==> src/rtl/kp_obuf_reader_if.sv <==
// Handshake bundle between the output-buffer reader, its source FIFO and the
// downstream pixel stream. The slave modport is the reader's view.
interface kp_obuf_reader_if #(
    parameter int DATA_WIDTH = 16
);
    logic                  i_enable;
    logic                  i_flush;
    logic [DATA_WIDTH-1:0] i_obuf_data;
    logic                  i_obuf_empty;
    logic                  o_obuf_rd;
    logic [DATA_WIDTH-1:0] o_data;
    logic                  o_valid;
    logic                  i_ready;
    logic                  o_sof;
    logic                  o_eol;
    logic                  o_eof;
    logic                  o_frame_done;
    logic                  o_busy;

    modport slave (
        input  i_enable, i_flush, i_obuf_data, i_obuf_empty, i_ready,
        output o_obuf_rd, o_data, o_valid, o_sof, o_eol, o_eof, o_frame_done, o_busy
    );

    modport master (
        output i_enable, i_flush, i_obuf_data, i_obuf_empty, i_ready,
        input  o_obuf_rd, o_data, o_valid, o_sof, o_eol, o_eof, o_frame_done, o_busy
    );
endinterface

==> src/rtl/kp_obuf_reader.sv <==
// Reads one frame of pixels from an output buffer with one-cycle read latency
// and streams it out through a 2-entry skid buffer with sof/eol/eof markers.
module kp_obuf_reader #(
    parameter int LINE_LENGTH = 480,
    parameter int LINE_COUNT  = 480,
    parameter int DATA_WIDTH  = 16
) (
    input logic             i_clk,
    input logic             i_rstn,
    kp_obuf_reader_if.slave bus
);
    localparam int TOTAL = LINE_LENGTH * LINE_COUNT;
    localparam int CW    = $clog2(LINE_LENGTH) + 1;
    localparam int RW    = $clog2(LINE_COUNT) + 1;
    localparam int NW    = $clog2(TOTAL) + 1;

    typedef enum logic [1:0] {IDLE, ACTIVE, DRAIN} state_t;

    state_t                state;
    logic [CW-1:0]         col;
    logic [RW-1:0]         row;
    logic [NW-1:0]         rd_count;
    logic [DATA_WIDTH-1:0] skid0;
    logic [DATA_WIDTH-1:0] skid1;
    logic [1:0]            occ;
    logic                  inflight;
    logic                  frame_done;
    logic                  rd;
    logic                  pop;
    logic                  last_col;
    logic                  last_row;
    logic [2:0]            pending;

    assign pop      = (occ != 2'd0) && bus.i_ready;
    assign last_col = (col == CW'(LINE_LENGTH - 1));
    assign last_row = (row == RW'(LINE_COUNT - 1));

    // An entry retiring this cycle frees its slot in time for the returning
    // read, which is what sustains one pixel per cycle with only two entries.
    assign pending  = {1'b0, occ} + {2'b00, inflight} - {2'b00, pop};

    always_comb begin
        rd = 1'b0;
        if (!i_rstn)
            rd = 1'b0;
        else if (bus.i_flush)
            rd = !bus.i_obuf_empty;
        else if (state == ACTIVE && !bus.i_obuf_empty && pending < 3'd2)
            rd = 1'b1;
    end

    // Reads issued while flushing are never marked in flight, so their data is dropped.
    always_ff @(posedge i_clk or negedge i_rstn) begin
        if (!i_rstn) begin
            inflight <= 1'b0;
            occ      <= 2'd0;
            skid0    <= '0;
            skid1    <= '0;
        end else if (bus.i_flush) begin
            inflight <= 1'b0;
            occ      <= 2'd0;
            skid0    <= '0;
            skid1    <= '0;
        end else begin
            inflight <= rd;
            if (inflight && pop) begin
                if (occ == 2'd1) begin
                    skid0 <= bus.i_obuf_data;
                end else begin
                    skid0 <= skid1;
                    skid1 <= bus.i_obuf_data;
                end
            end else if (pop) begin
                skid0 <= skid1;
                occ   <= occ - 2'd1;
            end else if (inflight) begin
                if (occ == 2'd0)
                    skid0 <= bus.i_obuf_data;
                else
                    skid1 <= bus.i_obuf_data;
                occ <= occ + 2'd1;
            end
        end
    end

    always_ff @(posedge i_clk or negedge i_rstn) begin
        if (!i_rstn) begin
            col <= '0;
            row <= '0;
        end else if (bus.i_flush) begin
            col <= '0;
            row <= '0;
        end else if (pop) begin
            if (last_col) begin
                col <= '0;
                row <= last_row ? '0 : row + RW'(1);
            end else begin
                col <= col + CW'(1);
            end
        end
    end

    always_ff @(posedge i_clk or negedge i_rstn) begin
        if (!i_rstn) begin
            state      <= IDLE;
            rd_count   <= '0;
            frame_done <= 1'b0;
        end else if (bus.i_flush) begin
            state      <= IDLE;
            rd_count   <= '0;
            frame_done <= 1'b0;
        end else begin
            frame_done <= 1'b0;
            case (state)
                IDLE: begin
                    if (bus.i_enable) begin
                        state    <= ACTIVE;
                        rd_count <= '0;
                    end
                end
                ACTIVE: begin
                    if (rd) begin
                        rd_count <= rd_count + NW'(1);
                        if (rd_count == NW'(TOTAL - 1))
                            state <= DRAIN;
                    end
                end
                DRAIN: begin
                    if (pop && last_col && last_row) begin
                        state      <= IDLE;
                        frame_done <= 1'b1;
                    end
                end
                default: state <= IDLE;
            endcase
        end
    end

    assign bus.o_obuf_rd    = rd;
    assign bus.o_data       = skid0;
    assign bus.o_valid      = (occ != 2'd0);
    assign bus.o_sof        = bus.o_valid && (col == '0) && (row == '0);
    assign bus.o_eol        = bus.o_valid && last_col;
    assign bus.o_eof        = bus.o_valid && last_col && last_row;
    assign bus.o_frame_done = frame_done;
    assign bus.o_busy       = (state != IDLE);
endmodule

==> src/flat_wrapper.sv <==
// flat-port wrapper written by rule: the top's interface ports become plain ports
module kp_obuf_reader_flat 
#(
    parameter int LINE_LENGTH = 480,
    parameter int LINE_COUNT  = 480,
    parameter int DATA_WIDTH  = 16
)
  (i_clk, i_rstn, bus_i_enable, bus_i_flush, bus_i_obuf_data, bus_i_obuf_empty, bus_i_ready, bus_o_obuf_rd, bus_o_data, bus_o_valid, bus_o_sof, bus_o_eol, bus_o_eof, bus_o_frame_done, bus_o_busy);
  kp_obuf_reader_if #(.DATA_WIDTH(DATA_WIDTH)) bus_i ();
  input logic i_clk;
  input logic i_rstn;
  input wire logic [$bits(bus_i.i_enable)-1:0] bus_i_enable;
  input wire logic [$bits(bus_i.i_flush)-1:0] bus_i_flush;
  input wire logic [$bits(bus_i.i_obuf_data)-1:0] bus_i_obuf_data;
  input wire logic [$bits(bus_i.i_obuf_empty)-1:0] bus_i_obuf_empty;
  input wire logic [$bits(bus_i.i_ready)-1:0] bus_i_ready;
  output wire logic [$bits(bus_i.o_obuf_rd)-1:0] bus_o_obuf_rd;
  output wire logic [$bits(bus_i.o_data)-1:0] bus_o_data;
  output wire logic [$bits(bus_i.o_valid)-1:0] bus_o_valid;
  output wire logic [$bits(bus_i.o_sof)-1:0] bus_o_sof;
  output wire logic [$bits(bus_i.o_eol)-1:0] bus_o_eol;
  output wire logic [$bits(bus_i.o_eof)-1:0] bus_o_eof;
  output wire logic [$bits(bus_i.o_frame_done)-1:0] bus_o_frame_done;
  output wire logic [$bits(bus_i.o_busy)-1:0] bus_o_busy;
  assign bus_i.i_enable = bus_i_enable;
  assign bus_i.i_flush = bus_i_flush;
  assign bus_i.i_obuf_data = bus_i_obuf_data;
  assign bus_i.i_obuf_empty = bus_i_obuf_empty;
  assign bus_i.i_ready = bus_i_ready;
  assign bus_o_obuf_rd = bus_i.o_obuf_rd;
  assign bus_o_data = bus_i.o_data;
  assign bus_o_valid = bus_i.o_valid;
  assign bus_o_sof = bus_i.o_sof;
  assign bus_o_eol = bus_i.o_eol;
  assign bus_o_eof = bus_i.o_eof;
  assign bus_o_frame_done = bus_i.o_frame_done;
  assign bus_o_busy = bus_i.o_busy;
  kp_obuf_reader #(.LINE_LENGTH(LINE_LENGTH), .LINE_COUNT(LINE_COUNT), .DATA_WIDTH(DATA_WIDTH)) u_core (.i_clk(i_clk), .i_rstn(i_rstn), .bus(bus_i));
endmodule
==> config.mk <==
export PLATFORM = sky130hd
export DESIGN_NAME = kp_obuf_reader_flat
export DESIGN_NICKNAME = d
export VERILOG_FILES = /design/src/rtl/kp_obuf_reader_if.sv /design/src/rtl/kp_obuf_reader.sv /design/src/flat_wrapper.sv
export SDC_FILE = /design/constraint.sdc
export NUM_CORES = 1
export LEC_CHECK = 0
export BUFFER_PORTS_ARGS = -buffer_cell sky130_fd_sc_hd__buf_2
export CAP_MARGIN = 20
export CORE_MARGIN = 10
export CORE_UTILIZATION = 35
export CTS_CLUSTER_DIAMETER = 150
export DETAILED_ROUTE_END_ITERATION = 12
export SYNTH_ARGS = -nofsm -noshare
export SYNTH_HDL_FRONTEND = slang
export SYNTH_SLANG_ARGS = --single-unit
==> constraint.sdc <==
create_clock -name i_clk -period 3.31 [get_ports i_clk]
set_input_delay 0.662 -clock i_clk [delete_from_list [all_inputs] [get_ports i_clk]]
set_output_delay 0.662 -clock i_clk [all_outputs]
set_load 0.05 [all_outputs]
==> metrics.md <==
| Metric | Value |
|---|---|
| Status | `completed` |
| Yosys Warn Count | `0` |
| Row count | `39` |
| First-pass GRT wire length | `16000 µm` |
| R2R Setup Slk | `0.40 ns` |
| H-tree Lvls | `3` |
| Post-CTS setup buffers | `0` |
| Core ar. | `11300 µm²` |
| First-pass detailed-route iteration total | `4` |
| Total Wirelength | `9410 µm` |
| Vias in the first global route | `3194` |
| Worst Setup Start Kind | `flip-flop` |
| Largest net degree at the start of global routing | `47` |
| Root Driver | `clkbuf_16` |
| Clock Path Buffers | `2` |
| Worst min path class | `in2async` |
| CTS clk-pin slew, worst paths | `0.06 ns` |
| Setup TNS | `0 ns` |
| GP Congestion | `0.834` |
| Worst reg-to-reg path cell count | `12` |
| Worst skew pair latency | `0.33 ns` |
| Mapped Area | `4020 µm²` |
| Crit Path Max Fanout | `6` |
| NumNets Final | `503` |
| Total grt overflow | `0` |
| Max Freq | `315 MHz` |
| Post-placement setup slack | `0.257 ns` |
| Crit path DAT | `2.51 ns` |
| Hold buffers post-CTS | `0` |
| Setup WS post-layout | `0.139 ns` |
| RSZ-0062 raised after global routing | `false` |
| Async S/R FF share, synth | `1.00` |
| Top layer in use | `met4` |
| Sequential area share after synthesis | `0.479` |
| P per Cell Area | `601 nW/µm²` |
| Final setup vio count | `0` |
| Synthesis-to-finish area growth | `18.9%` |
| Clk sinks | `77` |
| Slew margin rel. | `0.356` |
| IO buf count | `44` |
| Io pins | `45` |
| DR vias | `3226` |
| CP dominant cell by count | `xnor2_2` |
| Iteration-0 DRC count of the detailed router | `175` |
| Crit-path cells | `inv_1, ha_4, nor2b_2, xnor2_2, nand2_1, fa_1, xnor2_2, a31oi_4, nor2_4, buf_4` |
| Die Height | `127 µm` |
| Least-Margin Pin Slew | `0.957 ns` |
| Number of antenna diodes | `0` |
| Setup Crit Path Kind | `reg2out` |
| Post-DRT Antenna Nets | `0` |
| Register area | `1930 µm²` |
| Fillers | `1091` |
| CTS tree | `yes` |
| Netlist cell types | `48` |
| LEAKAGE | `2.18 nW` |
| Flops & latches, synth | `77` |
| Met3 routed WL | `430 µm` |
| Post-synth top flop | `dfrtp_1` |
| Die Footprint | `16200 µm²` |
| Multi-input gate area | `2010 µm²` |
| Max incr delay on CP | `0.41 ns` |
| Final hold vios | `0` |
| Worst VDD drop | `484 µV` |
| Mapped Cells | `424` |
| Initial antenna violation count | `0` |
| Vias/cell | `5.19` |
| Wirelength per Cell | `15.1 µm` |
| # DRC | `0` |
| Clk_skew | `0.00457 ns` |
| CP required | `2.65 ns` |
| Starting Density | `0.355` |
| Slew Limit Fails | `0` |
| Num CTS Buffers | `9` |
| Die width | `127 µm` |
| Number of flops mapped to enable cells by yosys | `0` |
| Final period util | `0.958` |
| Tmin final | `3.17 ns` |
| Metal-1 WL | `4320 µm` |
| Slowest stage cell, crit path | `fa_1` |
| Avg Cell Area, Syn | `9.48 µm²` |
| CP Capture Type | `primary output` |
| MaxCap Viol Count | `0` |
| Synth Net Count | `454` |
| Post-DP HPWL | `6620 µm` |
| GRT Resource Usage Total | `0.118` |
| Wire length on met2 | `4560 µm` |
| Share of layout cells above drive strength 1 | `0.180` |
-- placed cells by master (no fill, tap or decap), types with 8 or more instances in the layout --
cell / count
xor2_1: 9
nand4_1: 12
inv_1: 16
buf_4: 13
o21ai_0: 35
nand2_1: 43
mux2i_1: 32
dfrtp_1: 77
clkbuf_16: 9
a21oi_1: 11
nor2_1: 51
nand3_1: 17
nor3_1: 8
buf_2: 42
-- state kept, by name, summed over array words and instances (netlist names) --
register / count
u_core.occ: 2
u_core.col: 10
u_core.bus.o_data: 16
u_core.inflight: 1
u_core.rd_count: 19
u_core.state: 2
u_core.bus.o_frame_done: 1
u_core.skid1: 16
u_core.row: 10
-- synth_stat cells (2+ instances only) --
cell,n,area share
nand3_1,17,0.021
mux2i_1,32,0.080
nor2_1,52,0.049
o31ai_1,7,0.013
a31oi_1,5,0.0078
dfrtp_1,77,0.48
nor3_1,8,0.010
inv_1,16,0.015
nor2b_1,6,0.0093
or2_2,3,0.0047
a21oi_1,11,0.014
clkbuf_1,13,0.012
ha_1,7,0.022
a211oi_1,2,0.0037
o211a_1,2,0.0050
buf_2,2,0.0025
nor3b_1,2,0.0037
and3_1,6,0.0093
a22o_1,2,0.0044
xnor2_1,8,0.017
nor4b_1,4,0.0087
and4_1,3,0.0065
nand2b_1,4,0.0062
and2_1,6,0.0093
o41ai_1,3,0.0065
nor4_1,7,0.011
o21ai_0,35,0.044
or3_1,3,0.0047
nand2_1,43,0.040
nand4_1,12,0.019
xor2_1,9,0.020
-- layer usage --
layer | track usage | vias to the layer above
met1 | 0.143 | 1567
li1 | - | 1600
met3 | 0.0339 | 9
met4 | 0.0315 | 0
met2 | 0.199 | 50
met5 | 0 | -
-- path summary, 6_finish.rpt --
path,from,to
worst max-delay path,u_core.occ[0],bus_o_obuf_rd
worst min-delay path,i_rstn,u_core.rd_count[8]
worst max register to register,u_core.occ[0],u_core.rd_count[5]
worst min register to register,u_core.bus.o_data[12],u_core.bus.o_data[12]
max in group asynchronous,i_rstn,u_core.bus.o_data[6]
min in group i_clk,u_core.bus.o_data[12],u_core.bus.o_data[12]
-- logic make-up after synthesis --
logic type               count (synthesis)  synth area share
AO/OA/AOI/OAI                           74             0.115
XOR/XNOR                                17            0.0371
adder cells (fa/ha/maj)                  8            0.0268
AND/OR/NAND/NOR                        183             0.229
flip-flops                              77             0.479
buffers and inverters                   33            0.0333
multiplexers                            32            0.0797
-- area by class of cell --
cell class	count	area share
multi-input combinational	314	0.421
timing repair buffer	55	0.0644
sequential	77	0.403
tap	143	0.0375
clock inverter	6	0.0134
clock buffer	10	0.0479
inverter	16	0.0126
-- critical path: cells and delay by family, from the launching register on --
| kind | cells | cell delay (ns) |
|---|---|---|
| fa+ha+maj | 2 | 0.61 |
| flops | 1 | 0.37 |
| compound gates | 1 | 0.13 |
| simple gates | 3 | 0.36 |
| buf+inv | 2 | 0.31 |
| xor+xnor | 2 | 0.40 |
-- timing repair --
action                                  4_1_cts  5_1_grt
endpoints found under the setup margin        1        1
pin swaps                                     0        1
gates resized for setup                       4        4
-- metrics by stage --
stage | power, mW | instances | hold WS, ns | util | instance area [µm²]
after global placement | 1.86 | 605 | 0.456 | 0.392 | 4440
final | 2.87 | 621 | 0.276 | 0.422 | 4780
after global routing | 3.03 | 621 | 0.309 | 0.422 | 4780
after floorplan | 1.64 | 424 | 0.366 | - | 4030
after CTS | 2.86 | 621 | 0.287 | 0.419 | 4740
after detailed placement | 1.87 | 605 | 0.465 | 0.392 | 4440
-- report_power, final --
part | leakage [nW] | switching [mW] | internal (mW)
combinational | 0.979 | 0.578 | 0.278
clock | 0.138 | 0.386 | 0.582
sequential | 1.06 | 0.0391 | 1.01
total | 2.18 | 1.00 | 1.87
No activity file was read; power rests on OpenSTA's default activity.
